## config.mk

```make
export PLATFORM = sky130hd
export DESIGN_NAME = hs_channel_arbiter
export DESIGN_NICKNAME = d
export VERILOG_FILES = /design/src/rtl/hs_channel_arbiter_pkg.sv /design/src/rtl/rr_arbiter.sv /design/src/rtl/hs_channel_arbiter.sv
export SDC_FILE = /design/constraint.sdc
export NUM_CORES = 1
export LEC_CHECK = 0
export BUFFER_PORTS_ARGS = -buffer_cell sky130_fd_sc_hd__clkbuf_2
export CORE_UTILIZATION = 47
export CTS_BUF_LIST = sky130_fd_sc_hd__clkbuf_2
export CTS_CLUSTER_DIAMETER = 80
export DETAILED_ROUTE_END_ITERATION = 12
export GPL_ROUTABILITY_DRIVEN = 0
export GPL_TIMING_DRIVEN = 1
export HOLD_SLACK_MARGIN = 0.06
export PLACE_DENSITY = 0.86
export SLEW_MARGIN = 20
export SYNTH_ARGS = -nofsm -noshare
export SYNTH_HDL_FRONTEND = slang
export SYNTH_HIERARCHICAL = 1
export SYNTH_SLANG_ARGS = --single-unit
```

## constraint.sdc

```tcl
create_clock -name clk1 -period 3 [get_ports clk1]
set_input_delay 0.3 -clock clk1 [delete_from_list [all_inputs] [get_ports clk1]]
set_output_delay 0.3 -clock clk1 [all_outputs]
set_load 0.05 [all_outputs]
```

## src/rtl/hs_channel_arbiter_pkg.sv

```systemverilog
// Shared types and helpers for the handshake-channel arbiter.
package hs_arb_pkg;

  typedef enum logic [1:0] {IDLE, WAIT_ACK_HI, WAIT_ACK_LO, DONE} hs_arb_state_t;

  // Index width for a requester count; never narrower than one bit.
  function automatic int ID_W(input int nreq);
    return (nreq > 1) ? $clog2(nreq) : 1;
  endfunction

  // (i mod n) for 0 <= i < 2n, avoiding a real divider.
  function automatic int wrapIdx(input int i, input int n);
    return (i >= n) ? i - n : i;
  endfunction

endpackage

```

## src/rtl/rr_arbiter.sv

```systemverilog
// Combinational round-robin picker: rotate by ptr, find first set, unrotate.
module rr_arbiter
  import hs_arb_pkg::*;
#(
  parameter int NREQ = 4,
  localparam int IW = ID_W(NREQ)
) (
  input  logic [NREQ-1:0] req,
  input  logic [IW-1:0]   ptr,
  output logic [NREQ-1:0] gnt,
  output logic [IW-1:0]   gnt_idx,
  output logic            any
);

  logic [NREQ-1:0] rot;
  logic [IW-1:0]   first;

  always_comb begin
    rot = '0;
    for (int k = 0; k < NREQ; k++) rot[k] = req[wrapIdx(k + int'(ptr), NREQ)];
  end

  // Scan downward so the lowest rotated position wins.
  always_comb begin
    first = '0;
    any   = 1'b0;
    for (int k = NREQ - 1; k >= 0; k--) begin
      if (rot[k]) begin
        first = IW'(k);
        any   = 1'b1;
      end
    end
  end

  always_comb begin
    gnt     = '0;
    gnt_idx = any ? IW'(wrapIdx(int'(first) + int'(ptr), NREQ)) : '0;
    if (any) gnt[gnt_idx] = 1'b1;
  end

endmodule

```

## src/rtl/hs_channel_arbiter.sv

```systemverilog
// Round-robin sequencer sharing one four-phase handshake channel among NREQ requesters.
// Optional ack timeout/abort enabled by defining HS_ARB_TIMEOUT_EN.
module hs_channel_arbiter
  import hs_arb_pkg::*;
#(
  parameter int N       = 8,
  parameter int NREQ    = 4,
  parameter int TIMEOUT = 64
) (
  input  logic                    clk1,
  input  logic                    reset,
  input  logic [NREQ-1:0]         req_valid,
  input  logic [NREQ*N-1:0]       req_data,
  output logic [NREQ-1:0]         req_ready,
  output logic                    validIn,
  output logic [N-1:0]            dataIn,
  input  logic                    ready,
  output logic                    xfer_done,
  output logic [ID_W(NREQ)-1:0]   xfer_id,
  output logic                    xfer_err,
  output logic                    busy
);

  localparam int IW = ID_W(NREQ);

  hs_arb_state_t stateQ, stateNext;
  logic [IW-1:0]   ptrQ, idQ, gntIdx, ptrInc;
  logic [NREQ-1:0] gnt;
  logic            anyReq, grantEn, ackHi, timeoutHit, errQ;

  rr_arbiter #(.NREQ(NREQ)) uArb (
    .req     (req_valid),
    .ptr     (ptrQ),
    .gnt     (gnt),
    .gnt_idx (gntIdx),
    .any     (anyReq)
  );

  assign ptrInc = (gntIdx == IW'(NREQ - 1)) ? '0 : gntIdx + IW'(1);

  always_comb begin
    stateNext = stateQ;
    grantEn   = 1'b0;
    ackHi     = 1'b0;
    case (stateQ)
      IDLE:        if (anyReq) begin grantEn = 1'b1; stateNext = WAIT_ACK_HI; end
      WAIT_ACK_HI: if (ready || timeoutHit) begin ackHi = 1'b1; stateNext = WAIT_ACK_LO; end
      WAIT_ACK_LO: if (!ready) stateNext = DONE;
      DONE:        stateNext = IDLE;
      default:     stateNext = IDLE;
    endcase
  end

  always_ff @(posedge clk1 or posedge reset) begin
    if (reset) begin
      stateQ  <= IDLE;
      ptrQ    <= '0;
      idQ     <= '0;
      dataIn  <= '0;
      validIn <= 1'b0;
      busy    <= 1'b0;
    end else begin
      stateQ <= stateNext;
      busy   <= (stateNext != IDLE);
      if (grantEn) begin
        dataIn  <= req_data[gntIdx*N +: N];
        idQ     <= gntIdx;
        ptrQ    <= ptrInc;
        validIn <= 1'b1;
      end else if (ackHi) begin
        validIn <= 1'b0;
      end
    end
  end

`ifdef HS_ARB_TIMEOUT_EN
  localparam int CW = $clog2(TIMEOUT + 1);
  logic [CW-1:0] toCnt;

  // Fires on the edge where the count would reach TIMEOUT, so validIn is high exactly TIMEOUT cycles.
  assign timeoutHit = (stateQ == WAIT_ACK_HI) && !ready && (toCnt == CW'(TIMEOUT - 1));

  always_ff @(posedge clk1 or posedge reset) begin
    if (reset) begin
      toCnt <= '0;
      errQ  <= 1'b0;
    end else if (grantEn) begin
      toCnt <= '0;
      errQ  <= 1'b0;
    end else begin
      if (stateQ == WAIT_ACK_HI && !ready) toCnt <= toCnt + CW'(1);
      if (timeoutHit) errQ <= 1'b1;
    end
  end
`else
  assign timeoutHit = 1'b0;
  assign errQ       = 1'b0;
`endif

  // Grant is suppressed while reset is held so req_ready shows its reset value immediately.
  assign req_ready = (stateQ == IDLE && !reset) ? gnt : '0;
  assign xfer_done = (stateQ == DONE);
  assign xfer_id   = xfer_done ? idQ : '0;
  assign xfer_err  = xfer_done & errQ;

endmodule

```

# Yosys cells after proc, flatten, opt, wreduce, memory -nomap -nowiden
# Index checks and enable logic that the tools add are counted.
dict set report totals {
  regBits 16
  elab_cells 80
  out_inout_bits 18
  input_bits 39
}
dict set report classes {
  shift 1
  order_cmp 11
  muxes 42
  reduce_logical 6
  add_sub_neg 10
  n_eq_ne 4
}
# op count
set op_table {}
lappend op_table {{32-bit by 4-bit less-than comparator with 1-bit output (second input constant)} 4}
lappend op_table {{32-bit 2-to-1 mux} 4}
lappend op_table {{32-bit by 4-bit greater-or-equal comparator with 1-bit output (second input constant)} 3}
lappend op_table {{32-bit by 4-bit subtractor with 32-bit output (second input constant)} 3}
lappend op_table {{32-bit by 6-bit variable part select with 8-bit output} 1}
lappend op_table {{2-bit 2-to-1 mux} 11}
lappend op_table {{1-bit 2-to-1 mux} 19}
lappend op_table {{1-bit binary-select mux with 2-bit select} 4}
lappend op_table {{4-bit 2-to-1 mux} 2}
lappend op_table {{2-bit case mux with 4 select lines} 1}
lappend op_table {{2-bit by 2-bit adder with 3-bit output (first input constant)} 2}
lappend op_table {{2-bit equality test (second input constant)} 3}
lappend op_table {{2-bit nonzero test} 2}
lappend op_table {{2-bit by 3-bit subtractor with 4-bit output (second input constant)} 1}
lappend op_table {{1-bit by 2-bit adder with 3-bit output (first input constant)} 1}
lappend op_table {{2-bit by 2-bit adder with 3-bit output} 1}
lappend op_table {{2-bit by 3-bit greater-or-equal comparator with 1-bit output (second input constant)} 1}
lappend op_table {{3-bit greater-or-equal comparator (second input constant)} 1}
lappend op_table {{2-bit by 3-bit less-than comparator with 1-bit output (second input constant)} 1}
lappend op_table {{2-bit by 1-bit adder with 2-bit output (second input constant)} 1}
lappend op_table {{1-bit demux with 2-bit select} 1}
lappend op_table {{2-bit by 1-bit equality test with 1-bit output (second input constant)} 1}
lappend op_table {{2-bit by 1-bit greater-or-equal comparator with 1-bit output (second input constant)} 1}
lappend op_table {{1-bit logical AND} 2}
lappend op_table {{other kinds (3)} 3}

# Depth between registers and ports, before layout
# Gate-level depths: netlist of run 1.
dict set report depth {
  word_depth 20
  depth_mapped 12
  ltp_nobuf 10
}

# Cells and area by module
# The synthesis of run 1 kept the hierarchy.
# mod n_inst seq_area_each_um2 cells_per_inst area_each_um2
set by_module_without_submodules {}
lappend by_module_without_submodules {hs_channel_arbiter 1 400.4 68 943.4}
lappend by_module_without_submodules {rr_arbiter 1 0.0 40 296.5}

# Worst setup path after synthesis of run 1
# OpenSTA, ideal clock, no wires.
dict set report synth_timing {
  path_kind {in2reg}
  start {input req_valid[0]}
  end {register dataIn[0]}
  cell_stages 11
  path_buffers 2
  setup_time_ns 0.125
  t_required_ns 2.875
  arrival_time_ns 2.572
  path_slack_ns 0.303
  path_cell_list {buf_4 nor2_1 a2bb2oi_1 o211ai_1 o21a_1 ha_1 inv_1 a21oi_1 buf_2 mux4_2 mux2_4}
}
dict set report synth_between {
  elab_chain_cells 12
  elab_cells_between_ends 28
  classes_between {add/sub (2); order compare (1); shift (1); mux (24)}
}
# element line_no
set synth_rtl {}
lappend synth_rtl {{from (decl)} hs_channel_arbiter.sv:12} ;# input logic [NREQ-1:0] req_valid,
lappend synth_rtl {{1-bit binary-select mux with 2-bit select} rr_arbiter.sv:20} ;# for (int k = 0; k < NREQ; k++) rot[k] = req[wrapIdx(k + int'(ptr), NREQ)];
lappend synth_rtl {{1-bit 2-to-1 mux (not written as such) (2 in series)} rr_arbiter.sv:20}
lappend synth_rtl {{2-bit 2-to-1 mux (4 in series)} rr_arbiter.sv:28} ;# if (rot[k]) begin
lappend synth_rtl {{2-bit by 2-bit adder with 3-bit output} rr_arbiter.sv:37} ;# gnt_idx = any ? IW'(wrapIdx(int'(first) + int'(ptr), NREQ)) : '0;
lappend synth_rtl {{3-bit greater-or-equal comparator / 2-bit by 1-bit subtractor with 2-bit output (equally long branches)} hs_channel_arbiter_pkg.sv:13} ;# return (i >= n) ? i - n : i;
lappend synth_rtl {{2-bit 2-to-1 mux} hs_channel_arbiter_pkg.sv:13}
lappend synth_rtl {{2-bit 2-to-1 mux *} rr_arbiter.sv:37}
lappend synth_rtl {{via gntIdx[0]} hs_channel_arbiter.sv:27} ;# logic [IW-1:0] ptrQ, idQ, gntIdx, ptrInc;
lappend synth_rtl {{32-bit by 6-bit variable part select with 8-bit output *} hs_channel_arbiter.sv:66} ;# dataIn <= req_data[gntIdx*N +: N];
lappend synth_rtl {{to (signal assigned)} hs_channel_arbiter.sv:66}
lappend synth_rtl {{to (decl)} hs_channel_arbiter.sv:16} ;# output logic [N-1:0] dataIn,
# The timed path passes the listed nets; every way through them passes the cells marked *. The select of a mux whose other input is x is not followed.
# A chain may end at the register's enable or synchronous reset.

# Worst setup path in the final report of run 1
dict set report layout_timing {
  start {register ptrQ[1]}
  end {output req_ready[1]}
}
dict set report layout_between {
  elab_chain_cells 20
  elab_cells_between_ends 47
  classes_between {add/sub (9); order compare (7); mux (30); reduce/logical (1)}
}
# element line_no
set layout_rtl {}
lappend layout_rtl {{from (decl)} hs_channel_arbiter.sv:27}
lappend layout_rtl {{from (signal assigned)} hs_channel_arbiter.sv:68} ;# ptrQ <= ptrInc;
lappend layout_rtl {{2-bit by 2-bit adder with 3-bit output} rr_arbiter.sv:20}
lappend layout_rtl {{32-bit by 4-bit subtractor with 32-bit output / 32-bit by 4-bit greater-or-equal comparator with 1-bit output (equally long branches)} hs_channel_arbiter_pkg.sv:13}
lappend layout_rtl {{32-bit 2-to-1 mux} hs_channel_arbiter_pkg.sv:13}
lappend layout_rtl {{1-bit binary-select mux with 2-bit select} rr_arbiter.sv:20}
lappend layout_rtl {{1-bit 2-to-1 mux (not written as such) (2 in series)} rr_arbiter.sv:20}
lappend layout_rtl {{2-bit 2-to-1 mux (4 in series)} rr_arbiter.sv:28}
lappend layout_rtl {{2-bit by 2-bit adder with 3-bit output} rr_arbiter.sv:37}
lappend layout_rtl {{3-bit greater-or-equal comparator / 2-bit by 1-bit subtractor with 2-bit output (equally long branches)} hs_channel_arbiter_pkg.sv:13}
lappend layout_rtl {{2-bit 2-to-1 mux} hs_channel_arbiter_pkg.sv:13}
lappend layout_rtl {{2-bit 2-to-1 mux} rr_arbiter.sv:37}
lappend layout_rtl {{2-bit by 3-bit less-than comparator with 1-bit output (not written as such) / 2-bit by 1-bit greater-or-equal comparator with 1-bit output (equally long branches)} rr_arbiter.sv:38} ;# if (any) gnt[gnt_idx] = 1'b1;
lappend layout_rtl {{1-bit logical AND (not written as such)} rr_arbiter.sv:38}
lappend layout_rtl {{1-bit 2-to-1 mux (not written as such)} rr_arbiter.sv:38}
lappend layout_rtl {{1-bit demux with 2-bit select} -}
lappend layout_rtl {{4-bit 2-to-1 mux *} rr_arbiter.sv:38}
lappend layout_rtl {{via gnt[1]} hs_channel_arbiter.sv:28} ;# logic [NREQ-1:0] gnt;
lappend layout_rtl {{4-bit 2-to-1 mux *} hs_channel_arbiter.sv:101} ;# assign req_ready = (stateQ == IDLE && !reset) ? gnt : '0;
lappend layout_rtl {{to (decl)} hs_channel_arbiter.sv:14} ;# output logic [NREQ-1:0] req_ready,
# Marked as above.

==> results.tsv, run 1 <==
metric	value	unit
fillCellCount	209	
cts_tree	done	
crit_type	reg -> out	
drive_above_1_share	54.7	%
r2r_cells	10	
cts.clk_slew.worst_paths	0.15	ns
htreeDepth	1	
first_iter_violations	15	
cellPowerDensity	1310	nW/µm²
grt_max_degree	17	
highest_layer	met4	
synth_enable_flop_cells	0	
pre_cts_slack	0.142	ns
num_antenna_cells	0	
yosysUniqueCellTypes	41	
async_flop_share	100	%
reg2reg_setup_slack	0.19	ns
die_w	53.4	µm
met3_length	139	µm
crit_start	ptrQ[1]$_DFFE_PP0P_	
drt_wl_total	2.56	mm
slew_viol_final	0	
critical_path_buf_inv_count	1	
avgSynthCellArea	11.5	µm²
crit_chain	nand2_1, a21oi_1, o2bb2ai_1, o21a_1, ha_1, xor2_4, nor2_1, a211oi_1, and2_1, clkbuf_4	
seq_area_frac_synth	32.3	%
hold_viol	0	
hp-class	in -> async	
arrival	2.52	ns
firstDrtPassIters	4	
drc	0	
synth_ff_type	dfrtp_1	
critical-path-max-stage-delay	0.54	ns
cts_root_buffer	clkbuf_2	
worstMarginPinSlew	0.658	ns
wl_met2	1.41	mm
ir_drop	0.775	mV
post-route-util	61.3	%
grt_overflow	0	
wl_met1	983	µm
nets	201	
fp.dieH	53.4	µm
worstPathRequired	2.70	ns
synth_nets	149	
cts_made_buffers	3	
ys_seq_elements	16	
clock.fmax	0.354	GHz
area_growth	22.5	%
synthCells	108	
synth.cell_area	1240	µm²
postCtsSetupRepairBufs	0	
rsz0062_at_grt	false	
clock_path_buffers	2	
max_slew_margin	56.1	%
ant_nets	0	
dieArea	2850	µm²
wl_per_cell	13.6	µm
rows	18	
ioPinCount	57	
io_buffers	55	
start_util	50.1	%
r2r_end	dataIn[4]$_DFFE_PP0P_	
clock_latency	0.27	ns
p_leak	0.000744	µW
yosysMostFrequentCell	dfrtp_1	
path_delay_family	compound AO/OA/AOI/OAI gates	
grt_first_pass_wirelength	4.13	mm
endpoint	req_ready[1]	
end_kind	primary output	
fin_crit_sh	94.1	%
synth_top_area_share	32.3	%
finalCriticalPeriod	2.82	ns
outcome	complete, no violations	
path_max_fanout	9	
yosysWarnings	6	
drv_cap	0	
clock-sinks	16	
synth_area_leader_cell	dfrtp_1	
place_hpwl	2.03	mm
vias	1039	
antenna_found_initial	0	
track_usage	20.0	%
fin_skew	0.00379	ns
fin_ws	0.178	ns
yosys-top-cells-count	dfrtp_1 (16), mux2_4 (8), mux4_2 (8), nand2_1 (7)	
path_depth	10	
reg2reg_from	ptrQ[1]$_DFFE_PP0P_	
setup_viol	0	
start_kind	flop	
tns	0	ns
critical-path-slowest-cell	dfrtp_2	
first_global_vias	1062	
placeableCoreArea	2480	µm²
power	1990	µW
viasPerCell	5.50	
synthTopCellsByArea	dfrtp_1 (32%), mux4_2 (15%), mux2_4 (9.7%), buf_6 (3.6%), mux2_2 (2.7%)	
placed cells by master (no fill, tap or decap), types with 2 or more instances in the layout:
master | Yosys | layout
a211oi_1 | 2 | 2
a21oi_1 | 4 | 4
and2_1 | 5 | 5
and3_1 | 2 | 2
buf_4 | 2 | 3
clkbuf_2 | 0 | 56
dfrtp_1 | 16 | 15
ha_1 | 2 | 2
inv_1 | 4 | 4
mux2_2 | 3 | 3
mux2_4 | 8 | 8
mux4_2 | 8 | 8
nand2_1 | 7 | 7
nand2b_1 | 2 | 2
nand3_1 | 2 | 2
nor2_1 | 5 | 4
nor3_1 | 3 | 3
o21ai_0 | 4 | 4
o31ai_2 | 2 | 2
per-layer routing:
layer	GRT usage, %	vias up
met5	0	-
met4	6.58	0
met3	2.87	4
met2	39.2	39
met1	21.3	500
li1	-	496
metrics by stage:
stage          cell area [µm²]  instances  hold slack (ns)
3_5_place_dp              1480        185            0.407
4_1_cts                   1510        189           0.0689
5_1_grt                   1520        189           0.0987
3_3_place_gp              1480        185            0.375
6_report                  1520        189           0.0601
2_1_floorplan             1240        108            0.214
worst min path at each step:
stage | to | cells after the start
4_1_cts | busy$_DFF_PP0_ | 2
5_1_grt | idQ[0]$_DFFE_PP0P_ | 2
3_3_place_gp | busy$_DFF_PP0_ | 2
3_5_place_dp | busy$_DFF_PP0_ | 2
2_1_floorplan | busy$_DFF_PP0_ | 1
6_report | busy$_DFF_PP0_ | 2
cell type report:
class	count	area, µm²	share of cell area [%]
multi-input combinational	78	751	49.4
sequential	16	402	26.4
timing repair buffer	57	295	19.4
tap	30	37.5	2.47
clock buffer	3	15.0	0.988
inverter	4	15.0	0.988
clock inverter	1	3.75	0.247
registers in the layout (all words and copies together), names as in the netlist:
register / flops
busy: 1
idQ: 2
stateQ: 2
ptrQ: 2
dataIn: 8
validIn: 1
cells by family after synthesis:
family,synth area share [%]
AO/OA/AOI/OAI,13.4
XOR/XNOR,1.31
adder cells (fa/ha/maj),2.02
buffers and inverters,8.68
flip-flops,32.3
multiplexers,28.7
other,0.302
AND/OR/NAND/NOR,13.3
report_power, final:
part           internal [µW]  switching, µW
Sequential               331            119
Combinational            648            800
Clock                   29.0           64.3
Total                   1010            984
timing repair:
action	4_1_cts	5_1_grt
setup endpoints to repair	1	12
hold buffers	0	0
resized for setup	1	8
(Power assumes the default switching activity.)
==> run 2: changes to the inputs <==
==> constraint.sdc (replaced) <==
create_clock -name clk1 -period 2.9 [get_ports clk1]
set_input_delay 0.29 -clock clk1 [delete_from_list [all_inputs] [get_ports clk1]]
set_output_delay 0.29 -clock clk1 [all_outputs]
set_load 0.05 [all_outputs]
==> run 2 against run 1 <==
Power increased by 10%; non-clock buffer count up 6; highest routed layer unchanged; sequential cell count stayed put; clock-buffer cell count stayed put.
==> results.tsv, run 2 (same netlist as run 1, synthesis figures left out) <==
metric	value	unit	change
hp-class	in -> reg		was in -> async
path_max_fanout	8		was 9
final_common_cell	clkbuf_2		unchanged
clock_path_buffers	2		unchanged
tns	0	ns	unchanged
final_cells	195		was 189
hp-start	ready		
die_w	53.4	µm	unchanged
drc	0		unchanged
vias	1072		was 1039
first_iter_violations	15		unchanged
first_global_vias	975		was 1062
clock.fmax	0.367	GHz	
path_delay_family	simple AND/OR/NAND/NOR gates		was compound AO/OA/AOI/OAI gates
finalInstanceArea	1580	µm²	was 1520 µm²
track_usage	20.0	%	about the same
critical-path-max-stage-delay	0.48	ns	was 0.54 ns
antenna_found_initial	0		unchanged
worstPathRequired	2.61	ns	was 2.70 ns
arrival	2.43	ns	was 2.52 ns
ioPinCount	57		unchanged
post-route-util	63.6	%	was 61.3%
viasPerCell	5.50		about the same
clock_latency	0.29	ns	was 0.27 ns
firstDrtPassIters	4		unchanged
cellPowerDensity	1390	nW/µm²	was 1310 nW/µm²
cts_tree	done		unchanged
start_util	50.1	%	unchanged
crit_type	reg -> out		unchanged
clock-sinks	16		unchanged
io_buffers	55		unchanged
drt_wl_total	2.64	mm	was 2.56 mm
place_hpwl	2.02	mm	was 2.03 mm
crit_chain	nor2_2, nand2_1, o211ai_1, o21a_1, ha_2, xor2_4, nor2_1, a211oi_1, and2_1, clkbuf_4		was nand2_1, a21oi_1, o2bb2ai_1, o21a_1, ha_1, xor2_4, nor2_1, a211oi_1, and2_1, clkbuf_4
setup_viol	0		unchanged
top_register	dataIn		unchanged
wl_per_cell	13.5	µm	was 13.6 µm
grt_max_degree	17		unchanged
max_slew_margin	57.4	%	was 56.1%
finalCriticalPeriod	2.72	ns	
nets	207		was 201
fin_crit_sh	93.9	%	
hold_viol	0		unchanged
slew_viol_final	0		unchanged
path_depth	10		unchanged
ir_drop	0.944	mV	was 0.775 mV
placeableCoreArea	2480	µm²	unchanged
cts_made_buffers	3		unchanged
grt_overflow	0		unchanged
layout_common_cells	clkbuf_2 (56), dfrtp_1 (15), mux4_2 (8), mux2_4 (8), nand2_1 (7)		unchanged
critical_path_buf_inv_count	1		unchanged
end_kind	primary output		unchanged
grt_first_pass_wirelength	3.97	mm	was 4.13 mm
drive_above_1_share	56.4	%	was 54.7%
critical-path-slowest-cell	dfrtp_2		unchanged
fp.dieH	53.4	µm	unchanged
num_antenna_cells	0		unchanged
drv_cap	0		unchanged
htreeDepth	1		unchanged
start_kind	flop		unchanged
worstMarginPinSlew	0.639	ns	was 0.658 ns
fin_skew	0.0112	ns	was 0.00379 ns
rows	18		unchanged
largest_reg_flops	8		unchanged
reg2reg_from	ptrQ[1]$_DFFE_PP0P_		unchanged
area_growth	27.1	%	was 22.5%
p_leak	0.000774	µW	was 0.000744 µW
place_area	1490	µm²	was 1480 µm²
hold_depth	2		
crit_start	ptrQ[1]$_DFFE_PP0P_		unchanged
cts.clk_slew.worst_paths	0.15	ns	about the same
outcome	complete, no violations		unchanged
ant_nets	0		unchanged
cts_root_buffer	clkbuf_2		unchanged
dieArea	2850	µm²	unchanged
place_inst	185		unchanged
r2r_cells	9		was 10
-- run 2: changes by cell type in the layout (fill, tap and decap cells not counted) --
cell | before | now
ha_1 | 2 | 1
clkbuf_4 | 1 | 2
buf_4 | 3 | 6
dlygate4sd3_1 | 0 | 1
buf_12 | 0 | 1
nor2_2 | 0 | 1
nor2_4 | 1 | 0
ha_2 | 0 | 1
-- run 2: through the flow --
step | total power, µW | worst slack [ns] | hold slack (ns)
final | 2190 | 0.177 | 0.206
after global routing | 2330 | -0.00833 | 0.200
after CTS | 2120 | 0.0430 | 0.196
after detailed placement | 1990 | 0.0958 | 0.391
after global placement | 1920 | 0.189 | 0.366
after floorplan | 1750 | 0.213 | 0.204
-- run 2: report_power, final --
group / switching, µW / internal, µW / leakage, µW
clock: 68.4 / 30.0 / 0.0000140
sequential: 111 / 342 / 0.000185
combinational: 867 / 772 / 0.000575
-- run 2: path summary, 6_finish.rpt --
check	to	slack (ns)
max in group asynchronous	ptrQ[1]$_DFFE_PP0P_	1.90
min reg2reg	idQ[1]$_DFFE_PP0P_	0.53
max	req_ready[1]	0.18
min	stateQ[0]$_DFF_PP0_	0.21
max reg2reg	dataIn[5]$_DFFE_PP0P_	0.22
min in group asynchronous	idQ[1]$_DFFE_PP0P_	0.58
-- run 2: layer usage --
layer | track usage, % | wire (µm) | up-vias | share of wire, %
met5 | 0 | 0 | - | 0
met3 | 4.02 | 152 | 6 | 5.8
li1 | - | - | 509 | -
met1 | 20.9 | 1000 | 506 | 38
met4 | 11.4 | 51 | 0 | 1.9
met2 | 36.3 | 1430 | 51 | 54
-- run 2: cell type report --
type / instances / area, µm²
clock buffers: 3 / 15.0
clock inverters: 1 / 3.75
fillers: 210 / 901
inverters: 4 / 15.0
multi-input cells: 78 / 748
flip-flops and latches: 16 / 402
well taps: 30 / 37.5
repair buffers: 63 / 355
-- run 2: what timing repair did --
| item | 4_1_cts | 5_1_grt |
|---|---|---|
| setup endpoints to repair | 3 | 4 |
| buffers inserted | 0 | 5 |
| endpoints found under the hold margin | 16 | 0 |
| resized for setup | 5 | 1 |
| hold buffers | 1 | 0 |
| gates cloned | 0 | 0 |
| pin swaps | 0 | 1 |
==> run 3: changes to the inputs <==
--- a/config.mk
+++ b/config.mk
@@ -14,6 +14,7 @@
 export GPL_TIMING_DRIVEN = 1
 export HOLD_SLACK_MARGIN = 0.06
 export PLACE_DENSITY = 0.86
+export SETUP_SLACK_MARGIN = 0.3
 export SLEW_MARGIN = 20
 export SYNTH_ARGS = -nofsm -noshare
 export SYNTH_HDL_FRONTEND = slang
==> run 3 against run 2 <==
Sequential share of layout area is 2.3 points lower; cell area is 9.9% higher; clock skew is 0.0048 ns higher; non-clock buffer count is 8 higher; setup slack better by 0.058 ns; utilization is 6.3 points higher; sequential power is 1% higher; critical path depth is 3 higher; critical path type is now reg -> reg; via count is 3.9% higher; first-iteration DRC count stayed put; final cell count is 4.1% higher.
==> results.tsv, run 3 (same netlist as run 1, synthesis figures left out) <==
metric	value	unit	change
dieArea	2850	µm²	unchanged
critical-path-slowest-cell	dfrtp_2		unchanged
largest_reg_flops	8		unchanged
cts.clk_slew.worst_paths	0.16	ns	was 0.15 ns
wl_per_cell	14.1	µm	was 13.5 µm
pre_cts_slack	0.0795	ns	was 0.0958 ns
grt_first_pass_wirelength	4.15	mm	was 3.97 mm
hp-start	ready		unchanged
grt_util_met1	24.5	%	was 20.9%
crit_start	ptrQ[1]$_DFFE_PP0P_		unchanged
area_growth	39.8	%	was 27.1%
slew_viol_final	0		unchanged
ir_drop	0.972	mV	was 0.944 mV
max_slew_margin	57.9	%	was 57.4%
finalCriticalPeriod	2.66	ns	was 2.72 ns
tns	0	ns	unchanged
cts_made_buffers	3		unchanged
cts_root_buffer	clkbuf_2		unchanged
setup_viol	0		unchanged
grt_busiest_layer	met2		unchanged
clock-sinks	16		unchanged
ant_nets	0		unchanged
worstPathRequired	3.09	ns	was 2.61 ns
top_register	dataIn		unchanged
layout_common_cells	clkbuf_2 (54), dfrtp_1 (15), buf_4 (9)		was clkbuf_2 (56), dfrtp_1 (15), mux4_2 (8), mux2_4 (8), nand2_1 (7)
cts_tree	done		unchanged
drive_above_1_share	64.2	%	was 56.4%
clock_latency	0.29	ns	about the same
io_buffers	55		unchanged
path_max_fanout	7		was 8
drc	0		unchanged
placeableCoreArea	2480	µm²	unchanged
hold_viol	0		unchanged
first_iter_violations	15		unchanged
first_global_vias	1012		was 975
drt_wl_total	2.86	mm	was 2.64 mm
critical-path-max-stage-delay	0.49	ns	was 0.48 ns
clock_path_buffers	2		unchanged
drv_cap	0		unchanged
rows	18		unchanged
die_w	53.4	µm	unchanged
viasPerCell	5.49		was 5.50
crit_chain	buf_6, nor2_4, nand2_1, o211ai_1, o21a_1, ha_4, xor2_4, buf_4, nand2_1, o21ai_2, buf_6, mux4_2, mux2_4		was nor2_2, nand2_1, o211ai_1, o21a_1, ha_2, xor2_4, nor2_1, a211oi_1, and2_1, clkbuf_4
antenna_found_initial	0		unchanged
ioPinCount	57		unchanged
grt_max_degree	17		unchanged
fp.dieH	53.4	µm	unchanged
outcome	complete, no violations		unchanged
arrival	2.86	ns	was 2.43 ns
reg2reg_from	ptrQ[1]$_DFFE_PP0P_		unchanged
crit_type	reg -> reg		was reg -> out
fin_crit_sh	91.9	%	was 93.9%
grt_use_met2	38.1	%	was 36.3%
grt_util_met3	1.72	%	was 4.02%
start_util	50.1	%	unchanged
final_common_cell	clkbuf_2		unchanged
firstDrtPassIters	4		unchanged
final_cells	203		was 195
p_leak	0.000834	µW	was 0.000774 µW
vias	1114		was 1072
clock.fmax	0.375	GHz	was 0.367 GHz
num_antenna_cells	0		unchanged
grt_overflow	0		unchanged
end_kind	flop		was primary output
start_kind	flop		unchanged
hp-class	in -> reg		unchanged
fin_skew	0.0160	ns	was 0.0112 ns
fin_ws	0.235	ns	was 0.177 ns
place_inst	185		unchanged
rsz0062_at_grt	true		
cellPowerDensity	1450	nW/µm²	was 1390 nW/µm²
place_hpwl	2.04	mm	was 2.02 mm
htreeDepth	1		unchanged
nets	215		was 207
track_usage	20.7	%	was 20.0%
worstMarginPinSlew	0.631	ns	was 0.639 ns
[run 3: timing repair]
| item | in CTS | in global routing |
|---|---|---|
| endpoints found under the setup margin | 13 | 13 |
| gates cloned | 0 | 1 |
| endpoints found under the hold margin | 9 | 0 |
| hold buffers | 1 | 0 |
| setup buffers | 11 | 1 |
| gates resized for setup | 21 | 13 |
| pin swaps | 5 | 1 |
[run 3: cell type report]
type,instances,area (µm²)
clock buffer,3,15.0
clock inverter,1,3.75
fill,181,744
inverter,4,15.0
multi-input combinational,78,795
sequential,16,402
tap,30,37.5
timing repair buffer,71,465
[run 3: stage by stage]
| step | hold slack, ns | area, µm² | power (µW) | utilization [%] |
|---|---|---|---|---|
| finish | 0.237 | 1730 | 2510 | 69.9 |
| global route | 0.213 | 1730 | 2660 | 69.9 |
| CTS | 0.215 | 1690 | 2380 | 68.2 |
| detailed placement | 0.401 | 1480 | 1950 | 59.6 |
| global placement | 0.366 | 1480 | 1880 | 59.6 |
| floorplan | 0.204 | 1250 | 1760 | - |
[run 3: worst paths after layout]
kind,end,slack (ns),depth (start not counted)
max,dataIn[3]$_DFFE_PP0P_,0.24,13
max in group asynchronous,ptrQ[1]$_DFFE_PP0P_,1.90,3
min reg2reg,dataIn[7]$_DFFE_PP0P_,0.54,1
max reg2reg,dataIn[3]$_DFFE_PP0P_,0.24,13
min,stateQ[0]$_DFF_PP0_,0.24,2
min in group asynchronous,dataIn[3]$_DFFE_PP0P_,0.58,3
[run 3: critical path: cells and delay by family (launching register included)]
kind	cells	cell delay, ns
AOI/OAI and AO/OA	3	0.42
and+or+nand+nor	3	0.23
DFF	1	0.49
adders and majority gates	1	0.16
buffers and inverters	3	0.47
xor gates and xnor gates	1	0.24
muxes	2	0.57
[run 3: routing by layer]
metal	up-vias	wire (µm)	share of wire, %
met4	0	11	0.38
li1	523	-	-
met3	2	126	4.4
met2	45	1510	53
met5	-	0	0
met1	544	1210	42
[run 3: power breakdown]
group          internal, µW  total (µW)  switching (µW)
logic                   986        1950             968
registers               342         459             116
clock network          30.0        98.8            68.8
total                  1360        2510            1150
